## config.mk

```make
export PLATFORM = sky130hd
export DESIGN_NAME = control_unit_flat
export DESIGN_NICKNAME = d
export VERILOG_FILES = /design/src/rtl/minisrc_pkg.sv /design/src/rtl/control_unit_if.sv /design/src/rtl/ctrl_decode.sv /design/src/rtl/control_unit.sv /design/src/flat_wrapper.sv
export SDC_FILE = /design/constraint.sdc
export NUM_CORES = 1
export LEC_CHECK = 0
export BUFFER_PORTS_ARGS = -buffer_cell sky130_fd_sc_hd__buf_4
export CORE_ASPECT_RATIO = 0.75
export CORE_UTILIZATION = 45
export CTS_BUF_LIST = sky130_fd_sc_hd__clkbuf_4 sky130_fd_sc_hd__clkbuf_8 sky130_fd_sc_hd__clkbuf_16
export CTS_CLUSTER_SIZE = 10
export DETAILED_ROUTE_END_ITERATION = 12
export PLACE_DENSITY = 0.75
export RECOVER_POWER = 100
export SKIP_LAST_GASP = 1
export SLEW_MARGIN = 40
export SYNTH_ARGS = -nofsm -noshare
export SYNTH_HDL_FRONTEND = slang
export SYNTH_SLANG_ARGS = --single-unit
```

## constraint.sdc

```tcl
create_clock -name clk -period 8.02 [get_ports clk]
set_input_delay 2.406 -clock clk [delete_from_list [all_inputs] [get_ports clk]]
set_output_delay 2.406 -clock clk [all_outputs]
set_load 0.05 [all_outputs]
```

## src/rtl/minisrc_pkg.sv

```systemverilog
// Shared definitions for the Mini SRC control path: opcodes, ALU codes,
// step states, decode classes and the control-word layout.
package minisrc_pkg;

    localparam int OPC_W = 5;
    localparam int ALU_W = 5;

    localparam logic [OPC_W-1:0] OP_LD   = 5'b00000;
    localparam logic [OPC_W-1:0] OP_LDI  = 5'b00001;
    localparam logic [OPC_W-1:0] OP_ST   = 5'b00010;
    localparam logic [OPC_W-1:0] OP_ADD  = 5'b00011;
    localparam logic [OPC_W-1:0] OP_SUB  = 5'b00100;
    localparam logic [OPC_W-1:0] OP_AND  = 5'b00101;
    localparam logic [OPC_W-1:0] OP_OR   = 5'b00110;
    localparam logic [OPC_W-1:0] OP_SHR  = 5'b00111;
    localparam logic [OPC_W-1:0] OP_SHRA = 5'b01000;
    localparam logic [OPC_W-1:0] OP_SHL  = 5'b01001;
    localparam logic [OPC_W-1:0] OP_ROR  = 5'b01010;
    localparam logic [OPC_W-1:0] OP_ROL  = 5'b01011;
    localparam logic [OPC_W-1:0] OP_ADDI = 5'b01100;
    localparam logic [OPC_W-1:0] OP_ANDI = 5'b01101;
    localparam logic [OPC_W-1:0] OP_ORI  = 5'b01110;
    localparam logic [OPC_W-1:0] OP_MUL  = 5'b01111;
    localparam logic [OPC_W-1:0] OP_DIV  = 5'b10000;
    localparam logic [OPC_W-1:0] OP_NEG  = 5'b10001;
    localparam logic [OPC_W-1:0] OP_NOT  = 5'b10010;
    localparam logic [OPC_W-1:0] OP_BR   = 5'b10011;
    localparam logic [OPC_W-1:0] OP_JR   = 5'b10100;
    localparam logic [OPC_W-1:0] OP_IN   = 5'b10110;
    localparam logic [OPC_W-1:0] OP_OUT  = 5'b10111;
    localparam logic [OPC_W-1:0] OP_MFHI = 5'b11000;
    localparam logic [OPC_W-1:0] OP_MFLO = 5'b11001;
    localparam logic [OPC_W-1:0] OP_NOP  = 5'b11010;
    localparam logic [OPC_W-1:0] OP_HALT = 5'b11011;

    localparam logic [ALU_W-1:0] ALU_ADD = 5'b00011;
    localparam logic [ALU_W-1:0] ALU_AND = 5'b00101;
    localparam logic [ALU_W-1:0] ALU_OR  = 5'b00110;

    typedef enum logic [3:0] {
        ST_RST, ST_T0, ST_T1, ST_T2, ST_T3, ST_T4, ST_T5, ST_T6, ST_T7, ST_HALT
    } step_e;

    typedef enum logic [3:0] {
        CLS_NOP, CLS_REG, CLS_IMM, CLS_LDI, CLS_LD, CLS_ST, CLS_MULDIV,
        CLS_UNARY, CLS_BR, CLS_JR, CLS_IN, CLS_OUT, CLS_MFHI, CLS_MFLO, CLS_HALT
    } op_class_e;

    typedef struct packed {
        op_class_e        cls;
        logic [ALU_W-1:0] alu;
        step_e            last_step;
    } decode_t;

    typedef struct packed {
        logic pc_in, ir_in, y_in, z_in, hi_in, lo_in, mar_in, mdr_in, outport_in, con_in;
        logic pc_out, zhigh_out, zlow_out, hi_out, lo_out, mdr_out, inport_out, c_out;
        logic gra, grb, grc, rin, rout, baout;
        logic inc_pc, read, write;
        logic [ALU_W-1:0] alu;
        logic run;
    } ctrl_t;

    function automatic logic [OPC_W-1:0] ir_opcode(input logic [31:0] ir);
        return ir[31:27];
    endfunction

    // Execute steps advance linearly; anything past T7 wraps to T0.
    function automatic step_e step_after(input step_e s);
        case (s)
            ST_T3:   return ST_T4;
            ST_T4:   return ST_T5;
            ST_T5:   return ST_T6;
            ST_T6:   return ST_T7;
            default: return ST_T0;
        endcase
    endfunction

endpackage

```

## src/rtl/control_unit_if.sv

```systemverilog
// Bundle between the control unit and the datapath: instruction/condition
// inputs plus every strobe the sequencer produces.
interface control_unit_if;
    import minisrc_pkg::*;

    logic [31:0] IR_Data;
    logic        CON_out;

    logic PC_in, IR_in, Y_in, Z_in, HI_in, LO_in, MAR_in, MDR_in, OutPort_in, CON_in;
    logic PC_out, Zhigh_out, Zlow_out, HI_out, LO_out, MDR_out, InPort_out, C_out;
    logic Gra, Grb, Grc, Rin, Rout, BAout;
    logic IncPC, Read, Write;
    logic [ALU_W-1:0] alu_instruction_bits;
    logic Run;

    modport master (
        input  IR_Data, CON_out,
        output PC_in, IR_in, Y_in, Z_in, HI_in, LO_in, MAR_in, MDR_in, OutPort_in, CON_in,
        output PC_out, Zhigh_out, Zlow_out, HI_out, LO_out, MDR_out, InPort_out, C_out,
        output Gra, Grb, Grc, Rin, Rout, BAout, IncPC, Read, Write,
        output alu_instruction_bits, Run
    );

    modport slave (
        output IR_Data, CON_out,
        input  PC_in, IR_in, Y_in, Z_in, HI_in, LO_in, MAR_in, MDR_in, OutPort_in, CON_in,
        input  PC_out, Zhigh_out, Zlow_out, HI_out, LO_out, MDR_out, InPort_out, C_out,
        input  Gra, Grb, Grc, Rin, Rout, BAout, IncPC, Read, Write,
        input  alu_instruction_bits, Run
    );

endinterface

```

## src/rtl/ctrl_decode.sv

```systemverilog
// Combinational opcode classifier: instruction class, ALU code to issue and
// the final execute step of the instruction.
module ctrl_decode
    import minisrc_pkg::*;
(
    input  logic [OPC_W-1:0] opcode,
    output decode_t          dec
);

    always_comb begin
        dec.cls       = CLS_NOP;
        dec.alu       = '0;
        dec.last_step = ST_T2;
        case (opcode)
            OP_ADD, OP_SUB, OP_AND, OP_OR, OP_SHR, OP_SHRA, OP_SHL, OP_ROR, OP_ROL: begin
                dec.cls       = CLS_REG;
                dec.alu       = opcode;
                dec.last_step = ST_T5;
            end
            OP_ADDI: begin
                dec.cls       = CLS_IMM;
                dec.alu       = ALU_ADD;
                dec.last_step = ST_T5;
            end
            OP_ANDI: begin
                dec.cls       = CLS_IMM;
                dec.alu       = ALU_AND;
                dec.last_step = ST_T5;
            end
            OP_ORI: begin
                dec.cls       = CLS_IMM;
                dec.alu       = ALU_OR;
                dec.last_step = ST_T5;
            end
            OP_LDI: begin
                dec.cls       = CLS_LDI;
                dec.alu       = ALU_ADD;
                dec.last_step = ST_T5;
            end
            OP_LD: begin
                dec.cls       = CLS_LD;
                dec.alu       = ALU_ADD;
                dec.last_step = ST_T7;
            end
            OP_ST: begin
                dec.cls       = CLS_ST;
                dec.alu       = ALU_ADD;
                dec.last_step = ST_T7;
            end
            OP_MUL, OP_DIV: begin
                dec.cls       = CLS_MULDIV;
                dec.alu       = opcode;
                dec.last_step = ST_T6;
            end
            OP_NEG, OP_NOT: begin
                dec.cls       = CLS_UNARY;
                dec.alu       = opcode;
                dec.last_step = ST_T4;
            end
            OP_BR: begin
                dec.cls       = CLS_BR;
                dec.alu       = ALU_ADD;
                dec.last_step = ST_T6;
            end
            OP_JR: begin
                dec.cls       = CLS_JR;
                dec.last_step = ST_T3;
            end
            OP_IN: begin
                dec.cls       = CLS_IN;
                dec.last_step = ST_T3;
            end
            OP_OUT: begin
                dec.cls       = CLS_OUT;
                dec.last_step = ST_T3;
            end
            OP_MFHI: begin
                dec.cls       = CLS_MFHI;
                dec.last_step = ST_T3;
            end
            OP_MFLO: begin
                dec.cls       = CLS_MFLO;
                dec.last_step = ST_T3;
            end
            OP_HALT: dec.cls = CLS_HALT;
            default: ;
        endcase
    end

endmodule

```

## src/rtl/control_unit.sv

```systemverilog
// Moore step sequencer for the Mini SRC: fetch T0-T2, class-specific
// execute steps T3-T7, plus reset and halt states.
module control_unit
    import minisrc_pkg::*;
(
    input  logic           clk,
    input  logic           clr,
    control_unit_if.master bus
);

    step_e            state_q, state_d;
    logic [OPC_W-1:0] opcode_q, opcode_d;
    logic             con_q, con_d;
    logic [OPC_W-1:0] dec_opcode;
    decode_t          dec;
    ctrl_t            ctrl;
    logic             unused_ir;

    assign unused_ir = ^bus.IR_Data[26:0];

    // During T2 the branch out of fetch is decided from the live IR; after
    // that everything runs off the opcode captured on the way into T3.
    assign dec_opcode = (state_q == ST_T2) ? ir_opcode(bus.IR_Data) : opcode_q;

    ctrl_decode u_decode (
        .opcode (dec_opcode),
        .dec    (dec)
    );

    always_ff @(posedge clk) begin
        if (clr) begin
            state_q  <= ST_RST;
            opcode_q <= '0;
            con_q    <= 1'b0;
        end else begin
            state_q  <= state_d;
            opcode_q <= opcode_d;
            con_q    <= con_d;
        end
    end

    always_comb begin
        state_d  = state_q;
        opcode_d = opcode_q;
        con_d    = con_q;
        case (state_q)
            ST_RST: state_d = ST_T0;
            ST_T0:  state_d = ST_T1;
            ST_T1:  state_d = ST_T2;
            ST_T2: begin
                opcode_d = ir_opcode(bus.IR_Data);
                if (dec.cls == CLS_HALT)
                    state_d = ST_HALT;
                else if (dec.last_step == ST_T2)
                    state_d = ST_T0;
                else
                    state_d = ST_T3;
            end
            ST_T3, ST_T4, ST_T5, ST_T6, ST_T7: begin
                // Branch condition is frozen on entry to T6 so PC_in stays Moore.
                if (state_q == ST_T5)
                    con_d = bus.CON_out;
                state_d = (state_q == dec.last_step) ? ST_T0 : step_after(state_q);
            end
            ST_HALT: state_d = ST_HALT;
            default: state_d = ST_RST;
        endcase
    end

    always_comb begin
        ctrl     = '0;
        ctrl.run = (state_q != ST_HALT);
        case (state_q)
            ST_T0: begin
                ctrl.pc_out = 1'b1; ctrl.mar_in = 1'b1; ctrl.inc_pc = 1'b1; ctrl.z_in = 1'b1;
            end
            ST_T1: begin
                ctrl.zlow_out = 1'b1; ctrl.pc_in = 1'b1; ctrl.read = 1'b1; ctrl.mdr_in = 1'b1;
            end
            ST_T2: begin
                ctrl.mdr_out = 1'b1; ctrl.ir_in = 1'b1;
            end
            ST_T3: begin
                case (dec.cls)
                    CLS_REG, CLS_IMM: begin
                        ctrl.grb = 1'b1; ctrl.rout = 1'b1; ctrl.y_in = 1'b1;
                    end
                    CLS_LDI, CLS_LD, CLS_ST: begin
                        ctrl.grb = 1'b1; ctrl.baout = 1'b1; ctrl.y_in = 1'b1;
                    end
                    CLS_MULDIV: begin
                        ctrl.gra = 1'b1; ctrl.rout = 1'b1; ctrl.y_in = 1'b1;
                    end
                    CLS_UNARY: begin
                        ctrl.grb = 1'b1; ctrl.rout = 1'b1; ctrl.z_in = 1'b1; ctrl.alu = dec.alu;
                    end
                    CLS_BR: begin
                        ctrl.gra = 1'b1; ctrl.rout = 1'b1; ctrl.con_in = 1'b1;
                    end
                    CLS_JR: begin
                        ctrl.gra = 1'b1; ctrl.rout = 1'b1; ctrl.pc_in = 1'b1;
                    end
                    CLS_IN: begin
                        ctrl.inport_out = 1'b1; ctrl.gra = 1'b1; ctrl.rin = 1'b1;
                    end
                    CLS_OUT: begin
                        ctrl.gra = 1'b1; ctrl.rout = 1'b1; ctrl.outport_in = 1'b1;
                    end
                    CLS_MFHI: begin
                        ctrl.hi_out = 1'b1; ctrl.gra = 1'b1; ctrl.rin = 1'b1;
                    end
                    CLS_MFLO: begin
                        ctrl.lo_out = 1'b1; ctrl.gra = 1'b1; ctrl.rin = 1'b1;
                    end
                    default: ;
                endcase
            end
            ST_T4: begin
                case (dec.cls)
                    CLS_REG: begin
                        ctrl.grc = 1'b1; ctrl.rout = 1'b1; ctrl.z_in = 1'b1; ctrl.alu = dec.alu;
                    end
                    CLS_IMM, CLS_LDI, CLS_LD, CLS_ST: begin
                        ctrl.c_out = 1'b1; ctrl.z_in = 1'b1; ctrl.alu = dec.alu;
                    end
                    CLS_MULDIV: begin
                        ctrl.grb = 1'b1; ctrl.rout = 1'b1; ctrl.z_in = 1'b1; ctrl.alu = dec.alu;
                    end
                    CLS_UNARY: begin
                        ctrl.zlow_out = 1'b1; ctrl.gra = 1'b1; ctrl.rin = 1'b1;
                    end
                    CLS_BR: begin
                        ctrl.pc_out = 1'b1; ctrl.y_in = 1'b1;
                    end
                    default: ;
                endcase
            end
            ST_T5: begin
                case (dec.cls)
                    CLS_REG, CLS_IMM, CLS_LDI: begin
                        ctrl.zlow_out = 1'b1; ctrl.gra = 1'b1; ctrl.rin = 1'b1;
                    end
                    CLS_LD, CLS_ST: begin
                        ctrl.zlow_out = 1'b1; ctrl.mar_in = 1'b1;
                    end
                    CLS_MULDIV: begin
                        ctrl.zlow_out = 1'b1; ctrl.lo_in = 1'b1;
                    end
                    CLS_BR: begin
                        ctrl.c_out = 1'b1; ctrl.z_in = 1'b1; ctrl.alu = dec.alu;
                    end
                    default: ;
                endcase
            end
            ST_T6: begin
                case (dec.cls)
                    CLS_LD: begin
                        ctrl.read = 1'b1; ctrl.mdr_in = 1'b1;
                    end
                    CLS_ST: begin
                        ctrl.gra = 1'b1; ctrl.rout = 1'b1; ctrl.mdr_in = 1'b1;
                    end
                    CLS_MULDIV: begin
                        ctrl.zhigh_out = 1'b1; ctrl.hi_in = 1'b1;
                    end
                    CLS_BR: begin
                        ctrl.zlow_out = 1'b1; ctrl.pc_in = con_q;
                    end
                    default: ;
                endcase
            end
            ST_T7: begin
                case (dec.cls)
                    CLS_LD: begin
                        ctrl.mdr_out = 1'b1; ctrl.gra = 1'b1; ctrl.rin = 1'b1;
                    end
                    CLS_ST: ctrl.write = 1'b1;
                    default: ;
                endcase
            end
            default: ;
        endcase
    end

    assign bus.PC_in                = ctrl.pc_in;
    assign bus.IR_in                = ctrl.ir_in;
    assign bus.Y_in                 = ctrl.y_in;
    assign bus.Z_in                 = ctrl.z_in;
    assign bus.HI_in                = ctrl.hi_in;
    assign bus.LO_in                = ctrl.lo_in;
    assign bus.MAR_in               = ctrl.mar_in;
    assign bus.MDR_in               = ctrl.mdr_in;
    assign bus.OutPort_in           = ctrl.outport_in;
    assign bus.CON_in               = ctrl.con_in;
    assign bus.PC_out               = ctrl.pc_out;
    assign bus.Zhigh_out            = ctrl.zhigh_out;
    assign bus.Zlow_out             = ctrl.zlow_out;
    assign bus.HI_out               = ctrl.hi_out;
    assign bus.LO_out               = ctrl.lo_out;
    assign bus.MDR_out              = ctrl.mdr_out;
    assign bus.InPort_out           = ctrl.inport_out;
    assign bus.C_out                = ctrl.c_out;
    assign bus.Gra                  = ctrl.gra;
    assign bus.Grb                  = ctrl.grb;
    assign bus.Grc                  = ctrl.grc;
    assign bus.Rin                  = ctrl.rin;
    assign bus.Rout                 = ctrl.rout;
    assign bus.BAout                = ctrl.baout;
    assign bus.IncPC                = ctrl.inc_pc;
    assign bus.Read                 = ctrl.read;
    assign bus.Write                = ctrl.write;
    assign bus.alu_instruction_bits = ctrl.alu;
    assign bus.Run                  = ctrl.run;

endmodule

```

## src/flat_wrapper.sv

```systemverilog
// flat-port wrapper written by rule: the top's interface ports become plain ports
module control_unit_flat import minisrc_pkg::*;
  (clk, clr, bus_IR_Data, bus_CON_out, bus_PC_in, bus_IR_in, bus_Y_in, bus_Z_in, bus_HI_in, bus_LO_in, bus_MAR_in, bus_MDR_in, bus_OutPort_in, bus_CON_in, bus_PC_out, bus_Zhigh_out, bus_Zlow_out, bus_HI_out, bus_LO_out, bus_MDR_out, bus_InPort_out, bus_C_out, bus_Gra, bus_Grb, bus_Grc, bus_Rin, bus_Rout, bus_BAout, bus_IncPC, bus_Read, bus_Write, bus_alu_instruction_bits, bus_Run);
  control_unit_if bus_i ();
  input  logic clk;
  input  logic clr;
  input wire logic [$bits(bus_i.IR_Data)-1:0] bus_IR_Data;
  input wire logic [$bits(bus_i.CON_out)-1:0] bus_CON_out;
  output wire logic [$bits(bus_i.PC_in)-1:0] bus_PC_in;
  output wire logic [$bits(bus_i.IR_in)-1:0] bus_IR_in;
  output wire logic [$bits(bus_i.Y_in)-1:0] bus_Y_in;
  output wire logic [$bits(bus_i.Z_in)-1:0] bus_Z_in;
  output wire logic [$bits(bus_i.HI_in)-1:0] bus_HI_in;
  output wire logic [$bits(bus_i.LO_in)-1:0] bus_LO_in;
  output wire logic [$bits(bus_i.MAR_in)-1:0] bus_MAR_in;
  output wire logic [$bits(bus_i.MDR_in)-1:0] bus_MDR_in;
  output wire logic [$bits(bus_i.OutPort_in)-1:0] bus_OutPort_in;
  output wire logic [$bits(bus_i.CON_in)-1:0] bus_CON_in;
  output wire logic [$bits(bus_i.PC_out)-1:0] bus_PC_out;
  output wire logic [$bits(bus_i.Zhigh_out)-1:0] bus_Zhigh_out;
  output wire logic [$bits(bus_i.Zlow_out)-1:0] bus_Zlow_out;
  output wire logic [$bits(bus_i.HI_out)-1:0] bus_HI_out;
  output wire logic [$bits(bus_i.LO_out)-1:0] bus_LO_out;
  output wire logic [$bits(bus_i.MDR_out)-1:0] bus_MDR_out;
  output wire logic [$bits(bus_i.InPort_out)-1:0] bus_InPort_out;
  output wire logic [$bits(bus_i.C_out)-1:0] bus_C_out;
  output wire logic [$bits(bus_i.Gra)-1:0] bus_Gra;
  output wire logic [$bits(bus_i.Grb)-1:0] bus_Grb;
  output wire logic [$bits(bus_i.Grc)-1:0] bus_Grc;
  output wire logic [$bits(bus_i.Rin)-1:0] bus_Rin;
  output wire logic [$bits(bus_i.Rout)-1:0] bus_Rout;
  output wire logic [$bits(bus_i.BAout)-1:0] bus_BAout;
  output wire logic [$bits(bus_i.IncPC)-1:0] bus_IncPC;
  output wire logic [$bits(bus_i.Read)-1:0] bus_Read;
  output wire logic [$bits(bus_i.Write)-1:0] bus_Write;
  output wire logic [$bits(bus_i.alu_instruction_bits)-1:0] bus_alu_instruction_bits;
  output wire logic [$bits(bus_i.Run)-1:0] bus_Run;
  assign bus_i.IR_Data = bus_IR_Data;
  assign bus_i.CON_out = bus_CON_out;
  assign bus_PC_in = bus_i.PC_in;
  assign bus_IR_in = bus_i.IR_in;
  assign bus_Y_in = bus_i.Y_in;
  assign bus_Z_in = bus_i.Z_in;
  assign bus_HI_in = bus_i.HI_in;
  assign bus_LO_in = bus_i.LO_in;
  assign bus_MAR_in = bus_i.MAR_in;
  assign bus_MDR_in = bus_i.MDR_in;
  assign bus_OutPort_in = bus_i.OutPort_in;
  assign bus_CON_in = bus_i.CON_in;
  assign bus_PC_out = bus_i.PC_out;
  assign bus_Zhigh_out = bus_i.Zhigh_out;
  assign bus_Zlow_out = bus_i.Zlow_out;
  assign bus_HI_out = bus_i.HI_out;
  assign bus_LO_out = bus_i.LO_out;
  assign bus_MDR_out = bus_i.MDR_out;
  assign bus_InPort_out = bus_i.InPort_out;
  assign bus_C_out = bus_i.C_out;
  assign bus_Gra = bus_i.Gra;
  assign bus_Grb = bus_i.Grb;
  assign bus_Grc = bus_i.Grc;
  assign bus_Rin = bus_i.Rin;
  assign bus_Rout = bus_i.Rout;
  assign bus_BAout = bus_i.BAout;
  assign bus_IncPC = bus_i.IncPC;
  assign bus_Read = bus_i.Read;
  assign bus_Write = bus_i.Write;
  assign bus_alu_instruction_bits = bus_i.alu_instruction_bits;
  assign bus_Run = bus_i.Run;
  control_unit u_core (.clk(clk), .clr(clr), .bus(bus_i));
endmodule
```

Yosys cells after proc, flatten, opt, wreduce, memory -nomap -nowiden
Cells that the tools add are included.

word-level totals
  flip-flop bits (word level) = 10
  input port bits = 35
  logic and storage cells = 137
  output and inout port bits = 33

operators by class
  equality and inequality tests = 51
  reduce and logical (&&, ||, !) cells = 24
  multiplexer cells = 59

operators by type and width
  kind                count
  $pmux 4 s14         1
  $eq 5x5->1 const B  10
  $eq 5x4->1 const B  8
  $eq 4x4->1 const B  9
  $eq 4x3->1 const B  8
  $mux 1              30
  $reduce_or 13->1    2
  $pmux 4 s6          1
  $eq 4x2->1 const B  5
  $eq 5x3->1 const B  4
  $mux 5              4
  $pmux 4 s5          1
  $pmux 5 s4          1
  $pmux 1 s2          8
  $pmux 4 s4          1
  $pmux 5 s3          1
  $reduce_or 3->1     5
  $reduce_or 5->1     3
  $reduce_or 7->1     2
  $pmux 1 s4          3
  $reduce_or 6->1     2
  $eq 5x2->1 const B  2
  $reduce_or 2->1     5
  $reduce_or 9->1     1
  13 further kinds    17

Longest topological paths before layout
Gate-level depths: netlist (run 1).

  depth in word-level cells = 9
  depth in mapped cells = 10
  depth with buffers taken out = 7

By module
A second synthesis (run 1) with hierarchy kept.

unflattened totals
  cells, all modules = 228
  area, all modules = 1773.0 µm²

modules (own cells, without submodules)
  module        cells each  instances  area each (µm²)  sequential area each (µm²)
  control_unit  168         1          1363.8           200.2
  ctrl_decode   60          1          409.1            0.0

Worst setup path after synthesis (run 1)
OpenSTA, ideal clock, no wires.

  path type = in2out
  start = input bus_IR_Data[27]
  end = output bus_alu_instruction_bits[1]
  slack = 0.873 ns
  path buffers = 1
  data arrival time = 4.741 ns
  stages on the path = 7
  cells stage by stage = buf_2 -> or3_1 -> mux2i_1 -> a21oi_1 -> a21oi_1 -> a22oi_2 -> a311oi_1

between the ends
  word-level cells in the longest chain between the ends = 8
  elaborated cells on any way between the ends = 48
  classes of those cells = eq/ne (33); mux (7); reduce/logical (8)

RTL lines
  item                                     line                 text
  start: declaration                       flat_wrapper.sv:7    input wire logic [$bits(bus_i.IR_Data)-1:0] bus_IR_Data;
  $mux 5 (*)                               control_unit.sv:23   assign dec_opcode = (state_q == ST_T2) ? ir_opcode(bus.IR_Data) : opcode_q;
  $eq 5x2->1 (tied with other cells)       ctrl_decode.sv:14    case (opcode)
  $reduce_or 9->1 (tied with other cells)  n/a
  $pmux 4 s14                              ctrl_decode.sv:14
  $eq 4x1->1 (tied with other cells)       control_unit.sv:119  case (dec.cls)
  $reduce_or 6->1 (no source line)         n/a
  $mux 5                                   control_unit.sv:119
  $pmux 5 s3 (*)                           control_unit.sv:73   case (state_q)
  end: declaration                         flat_wrapper.sv:36   output wire logic [$bits(bus_i.alu_instruction_bits)-1:0] bus_alu_instruction_bits;

Mark *: on every way between the ends. The rest lies on a longest branch, timed or not.

Worst setup path in the final report (run 1)
  start = input bus_IR_Data[31]
  end = output bus_Gra

between the ends
  word-level cells in the longest chain between the ends = 8
  elaborated cells on any way between the ends = 53
  classes of those cells = eq/ne (38); mux (8); reduce/logical (7)

RTL lines
  item                                                                        line                                     text
  $mux 5 (*)                                                                  control_unit.sv:23
  $eq 5x2->1 (tied with other cells)                                          ctrl_decode.sv:14
  $reduce_or 9->1 (tied with other cells)                                     n/a
  $pmux 4 s14 (*)                                                             ctrl_decode.sv:14
  $eq 4x4->1 (tied with other cells)                                          control_unit.sv:84                       case (dec.cls)
  $reduce_or 7->1 (no source line) / $reduce_or 3->1 (equally long branches)  n/a
  $mux 1, on equally long branches                                            control_unit.sv:84, control_unit.sv:139
  $pmux 1 s5 (*)                                                              control_unit.sv:73
  end: declaration                                                            flat_wrapper.sv:27                       output wire logic [$bits(bus_i.Gra)-1:0] bus_Gra;

Marks and branches as above.

==> metrics, run 1 <==
unique cell type count in the Yosys netlist=64; Power Total=0.220 mW; initial antenna violation count=0; die area=3960 µm²; die width=72.3 µm; most common cell in the netlist=nor2_1; mean post-synth cell area=6.78 µm²; Switch Pwr=0.0962 mW; PostCTS Resize Cnt=0; largest cells by area after synthesis=dfxtp_1, nor2_1, nand2_1, mux2i_4, a21oi_1; critical path depth=7; via/cell ratio=5.92; status=finished, final reports clean; antenna-violating nets left=0; period utilization=90.2%; Comb pwr share=43.6%; Die Span Y=54.7 µm; Ports=68; Leakage=0.656 nW; Layout Skew=3.38 ps; Synth top area share=12.0%; CTS clk-pin slew, worst paths=50 ps; Post-CTS Setup Bufs=0; Max Cap Violations=0; final antenna diode count=0; Power Dens Cells=124 nW/µm²; Post-synth top cells=nor2_1, nand2_1, a21oi_1, o21ai_0, dfxtp_1; Clk pwr share=29.3%; final wirelength=5.00 mm; setup ws final=790 ps; WP buf/inv=2; Seq pwr share=27.1%; largest area contributor in the netlist=dfxtp_1; layout cell share with drive strength beyond 1=10.4%; CP Cell Sequence=clkbuf_1, mux2i_1, nand2_1, nor4_1, nand2_1, nand4_1, clkbuf_1; WL/cell=15.7 µm; setup repair after global routing missed its margin=false; Setup WS pre-CTS=1360 ps; GRT overflow=0; Startpoint Class=primary input; CTS Hold Bufs=0; arrival time worst endpoint=4820 ps; HPWL after detailed placement=3.68 mm; via count=1884; initial DRC count=197; I/O Buffers=40; Register Area=200 µm²; FP Rows=18; worst r2r path cells=8; Clock Tree Buf Depth=2; worst-margin pin slew=1070 ps; Initial Util=49.0%; vias in the first global route=1636; area of the multi-input gates=1240 µm²; Fin. Hold Viols=0; Hold Crit Depth=2; Worst Hold Class=flop to flop; DR DRC count=0; Post-Syn Area=1670 µm²; total track usage=25.8%; Synth Warn #=0; final setup vio count=0; largest fanout on the critical path=12; sequential area share after synthesis=12.0%; Area Growth Syn to Fin=6.00%; Synth Flop Type=dfxtp_1; first-pass GRT wire length=7.87 mm; core box area=3400 µm²; Mapped Cells=246; cell family with most CP delay=simple AND/OR/NAND/NOR gates; Int Power=0.124 mW; Post-synth ARST share=0%; final slew viol count=0; hold_ws=462 ps; fillers=388; synthesized net count=281; TritonCTS clock tree=yes; CTS root buf=clkbuf_8; Worst VDD drop=0.155 mV; CP max stage delay=810 ps; Fmax=138 MHz; CP Class=primary input to output pin; Clock Latency Late Sink=240 ps; setup_tns=0 ps; Post-synth EDFFs=0; CTS H-tree lvls=1; sw frac=43.8%; CTS Sinks=10; fin crit period=7230 ps; Slew headroom=26.6%; largest net degree at the start of global routing=22; CP Capture Type=output pin; gpl congestion=0.879; Synth Register Bits=10; TritonCTS Buffers=3; Crit-path slowest cell=mux2i_1; Crit path required time=5610 ps; DR pass1 iterations=5; Final nets=304
[cell families (layout without fill, tap and decap cells)]
group           count (synthesis)  in the layout  share of synthesized area (%)
buf+inv                        28             50                           10.1
xor+xnor                        4              4                           2.10
mux                            13             13                           11.0
simple gates                  124            124                           36.9
flops                          10             10                           12.0
compound gates                 67             67                           27.8
[path summary, 6_finish.rpt]
| check | start | end | slack, ps |
|---|---|---|---|
| worst max-delay path | bus_IR_Data[31] | bus_Gra | 790 |
| worst min register to register | u_core.con_q | u_core.con_q | 460 |
| worst max register to register | u_core.state_q[2] | u_core.state_q[2] | 4260 |
| worst min-delay path | u_core.con_q | u_core.con_q | 460 |
[worst reg2reg max path, cell delays in order, from the launching register on]
cell and delay, ps:
dfxtp_1 540, nand4bb_1 190, buf_4 270, clkinvlp_2 730, mux2i_1 920, o2111ai_1 330
nand3_1 210, a21oi_2 90, a2111oi_0 360
[stage by stage]
stage	utilization (%)	cell area, µm²	cells
finish	52.0	1770	318
CTS	57.3	1950	318
global route	52.0	1770	318
global placement	55.7	1890	314
detailed placement	55.7	1890	314
floorplan	-	1670	246
[layout make-up]
cell class                      count  share of cell area [%]
Clock buffer                        4                    3.11
Inverter                            5                    1.13
Multi-Input combinational cell    208                    70.1
Sequential cell                    10                    11.3
Tap cell                           50                    3.54
Timing Repair Buffer               41                    10.8
[routing by layer]
| layer | part of all wire, % | routed length [µm] | GRT usage, % | vias up |
|---|---|---|---|---|
| met2 | 43 | 2150 | 42.2 | 86 |
| met5 | 0 | 0 | 0 | - |
| met3 | 8.6 | 432 | 4.24 | 4 |
| li1 | - | - | - | 927 |
| met1 | 48 | 2400 | 36.8 | 867 |
| met4 | 0.42 | 21 | 2.61 | 0 |
[sequential cells by signal, summed over array words and instances, names as in the netlist]
| signal | flops |
|---|---|
| u_core.state_q | 4 |
| u_core.opcode_q | 5 |
| u_core.con_q | 1 |
[power by group through the flow]
stage | clock network [mW] | registers (mW) | logic, mW
2_1_floorplan | 0 | 0.0548 | 0.0872
3_3_place_gp | 0 | 0.0604 | 0.102
3_5_place_dp | 0 | 0.0605 | 0.103
4_1_cts | 0.0655 | 0.0596 | 0.103
5_1_grt | 0.0663 | 0.0605 | 0.103
6_report | 0.0645 | 0.0596 | 0.0957
[cell usage in the layout (no fill, tap or decap), types with 5 or more instances in the layout]
| cell | count |
|---|---|
| buf_4 | 9 |
| dfxtp_1 | 10 |
| o21ai_0 | 13 |
| nor2b_1 | 6 |
| clkbuf_1 | 31 |
| o22ai_1 | 5 |
| a21oi_1 | 12 |
| nand2b_1 | 9 |
| o211ai_1 | 6 |
| nor3_1 | 5 |
| nand2_1 | 33 |
| a31oi_1 | 5 |
| nand3_1 | 8 |
| nor2_1 | 36 |
| mux2i_1 | 9 |
(Power assumes the default switching activity.)
==> run 2: changes to the inputs <==
==> constraint.sdc (replaced) <==
create_clock -name clk -period 6.7 [get_ports clk]
set_input_delay 2.01 -clock clk [delete_from_list [all_inputs] [get_ports clk]]
set_output_delay 2.01 -clock clk [all_outputs]
set_load 0.05 [all_outputs]
==> run 2 against run 1 <==
  * Clock skew increased by 5.4 ps
  * Combinational power grew 20%
  * Hold slack better by 5.8 ps
  * Worst setup slack got worse by 330 ps
  * Via count up 0.32%
  * Sequential cell count unchanged
  * Die area is the same
  * Largest cell class unchanged
==> metrics, run 2 (synthesis gave the netlist of run 1 again) <==
status=finished, final reports clean; CTS root buf=clkbuf_8; CTS Hold Bufs=0 (unchanged); layout cell share with drive strength beyond 1=13.9% (+3.4 points); largest fanout on the critical path=12 (unchanged); setup_tns=0 ps (unchanged); Die Span Y=54.7 µm (unchanged); Final Cell Area=1790 µm² (+1.3%); arrival time worst endpoint=4230 ps (-590 ps); TritonCTS Buffers=3 (unchanged); Worst VDD drop=0.115 mV (-25%); first-pass GRT wire length=7.82 mm (-0.61%); worst r2r src=u_core.state_q[2]; max FFs per register=5 (unchanged); Hold Crit Depth=2 (unchanged); via count=1890 (+0.32%); Setup WS pre-CTS=781 ps (-583 ps); Post-CTS Setup Bufs=0 (unchanged); Final Util=52.7% (+0.70 points); Startpoint Class=primary input; GRT overflow=0 (unchanged); Cells after DPL=314 (unchanged); initial DRC count=146 (-26%); CP Class=primary input to output pin; Clock Tree Buf Depth=2 (unchanged); most frequent cells in the layout=nor2_1, nand2_1, clkbuf_1, buf_4, o21ai_0; antenna-violating nets left=0 (unchanged); die area=3960 µm² (unchanged); HPWL after detailed placement=3.74 mm (+1.7%); initial antenna violation count=0 (unchanged); period utilization=93.1%; CTS clk-pin slew, worst paths=50 ps (about the same); Fmax=160 MHz; setup slack, reg-to-reg=2950 ps (-1310 ps); DR pass1 iterations=5 (unchanged); Power Total=0.249 mW (+13%); PostCTS Resize Cnt=0 (unchanged); Crit path required time=4690 ps (-920 ps); Power Dens Cells=139 nW/µm² (+12%); I/O Buffers=40 (unchanged); final antenna diode count=0 (unchanged); gpl congestion=0.879 (about the same); FP Rows=18 (unchanged); DR DRC count=0 (unchanged); vias in the first global route=1602 (-2.1%); Layout Skew=8.77 ps (+5.40 ps); total track usage=25.8% (about the same); final setup vio count=0 (unchanged); Slew headroom=30.6% (+4.0 points); hold_ws=468 ps (+5.81 ps); Worst Hold Class=flop to flop; Top reg by flops=u_core.opcode_q; die width=72.3 µm (unchanged); CTS H-tree lvls=1 (unchanged); worst r2r path cells=8 (unchanged); largest net degree at the start of global routing=22 (unchanged); commonest non-fill, non-tap cell in the layout=nor2_1; Clock Latency Late Sink=240 ps (about the same); setup repair after global routing missed its margin=false; setup ws final=463 ps (-327 ps); TritonCTS clock tree=yes; CP Capture Type=output pin; worst-margin pin slew=1010 ps (-57.6 ps); filler-free cell count of the finished design=317 (-0.31%); Initial Util=49.0% (unchanged); fin crit period=6240 ps; Crit Reg-Reg Endpoint=u_core.state_q[2]; CTS Sinks=10 (unchanged); Fin. Hold Viols=0 (unchanged); final slew viol count=0 (unchanged); Max Cap Violations=0 (unchanged); via/cell ratio=5.96 (+0.63%); core box area=3400 µm² (unchanged); Area after DPL=1890 µm² (unchanged); final wirelength=5.04 mm (+0.76%); Ports=68 (unchanged); Leakage=0.690 nW (+5.3%); Final nets=304 (unchanged); Largest regs=u_core.opcode_q: 5 flops, u_core.state_q: 4 flops, u_core.con_q: 1 flops; Worst Hold Endpoint=u_core.con_q; hold path start=u_core.con_q; Area Growth Syn to Fin=7.43%; WL/cell=15.9 µm (+1.1%)
-- run 2: worst max path at each step --
| stage | from | to | slack (ps) | cells after the start |
|---|---|---|---|---|
| floorplan | bus_IR_Data[27] | bus_alu_instruction_bits[1] | 350 | 7 |
| global placement | bus_IR_Data[30] | bus_alu_instruction_bits[1] | 780 | 8 |
| detailed placement | bus_IR_Data[30] | bus_alu_instruction_bits[1] | 780 | 8 |
| CTS | bus_IR_Data[30] | bus_alu_instruction_bits[1] | 770 | 8 |
| global route | u_core.state_q[2] | bus_Z_in | 350 | 9 |
| finish | bus_IR_Data[31] | bus_Write | 460 | 6 |
-- run 2: final cells by class --
type	instances	area (µm²)
Tap cell	50	62.6
Multi-Input combinational cell	208	1240
Clock buffer	3	41.3
Sequential cell	10	200
Inverter	5	20.0
Fill cell	388	1610
Timing Repair Buffer	41	229
-- run 2: power breakdown --
group | leakage [nW] | total (mW) | switching (mW) | internal, mW
registers | 0.0813 | 0.0717 | 0.00924 | 0.0625
clock network | 0.0216 | 0.0625 | 0.0232 | 0.0393
logic | 0.587 | 0.115 | 0.0812 | 0.0339
total | 0.690 | 0.249 | 0.114 | 0.136
-- run 2: layer usage --
layer / vias to the layer above / global-route usage (%) / wire length (µm)
li1: 928 / - / -
met1: 867 / 36.7 / 2440
met2: 93 / 42.2 / 2170
met3: 2 / 3.50 / 417
met4: 0 / 4.25 / 9
met5: - / 0 / 0
-- run 2: worst max-delay path, cell delays in order --
cell	delay, ps
clkbuf_1	130
mux2i_1	770
nand2_1	290
nor4_1	360
and2_1	180
clkbuf_1	470
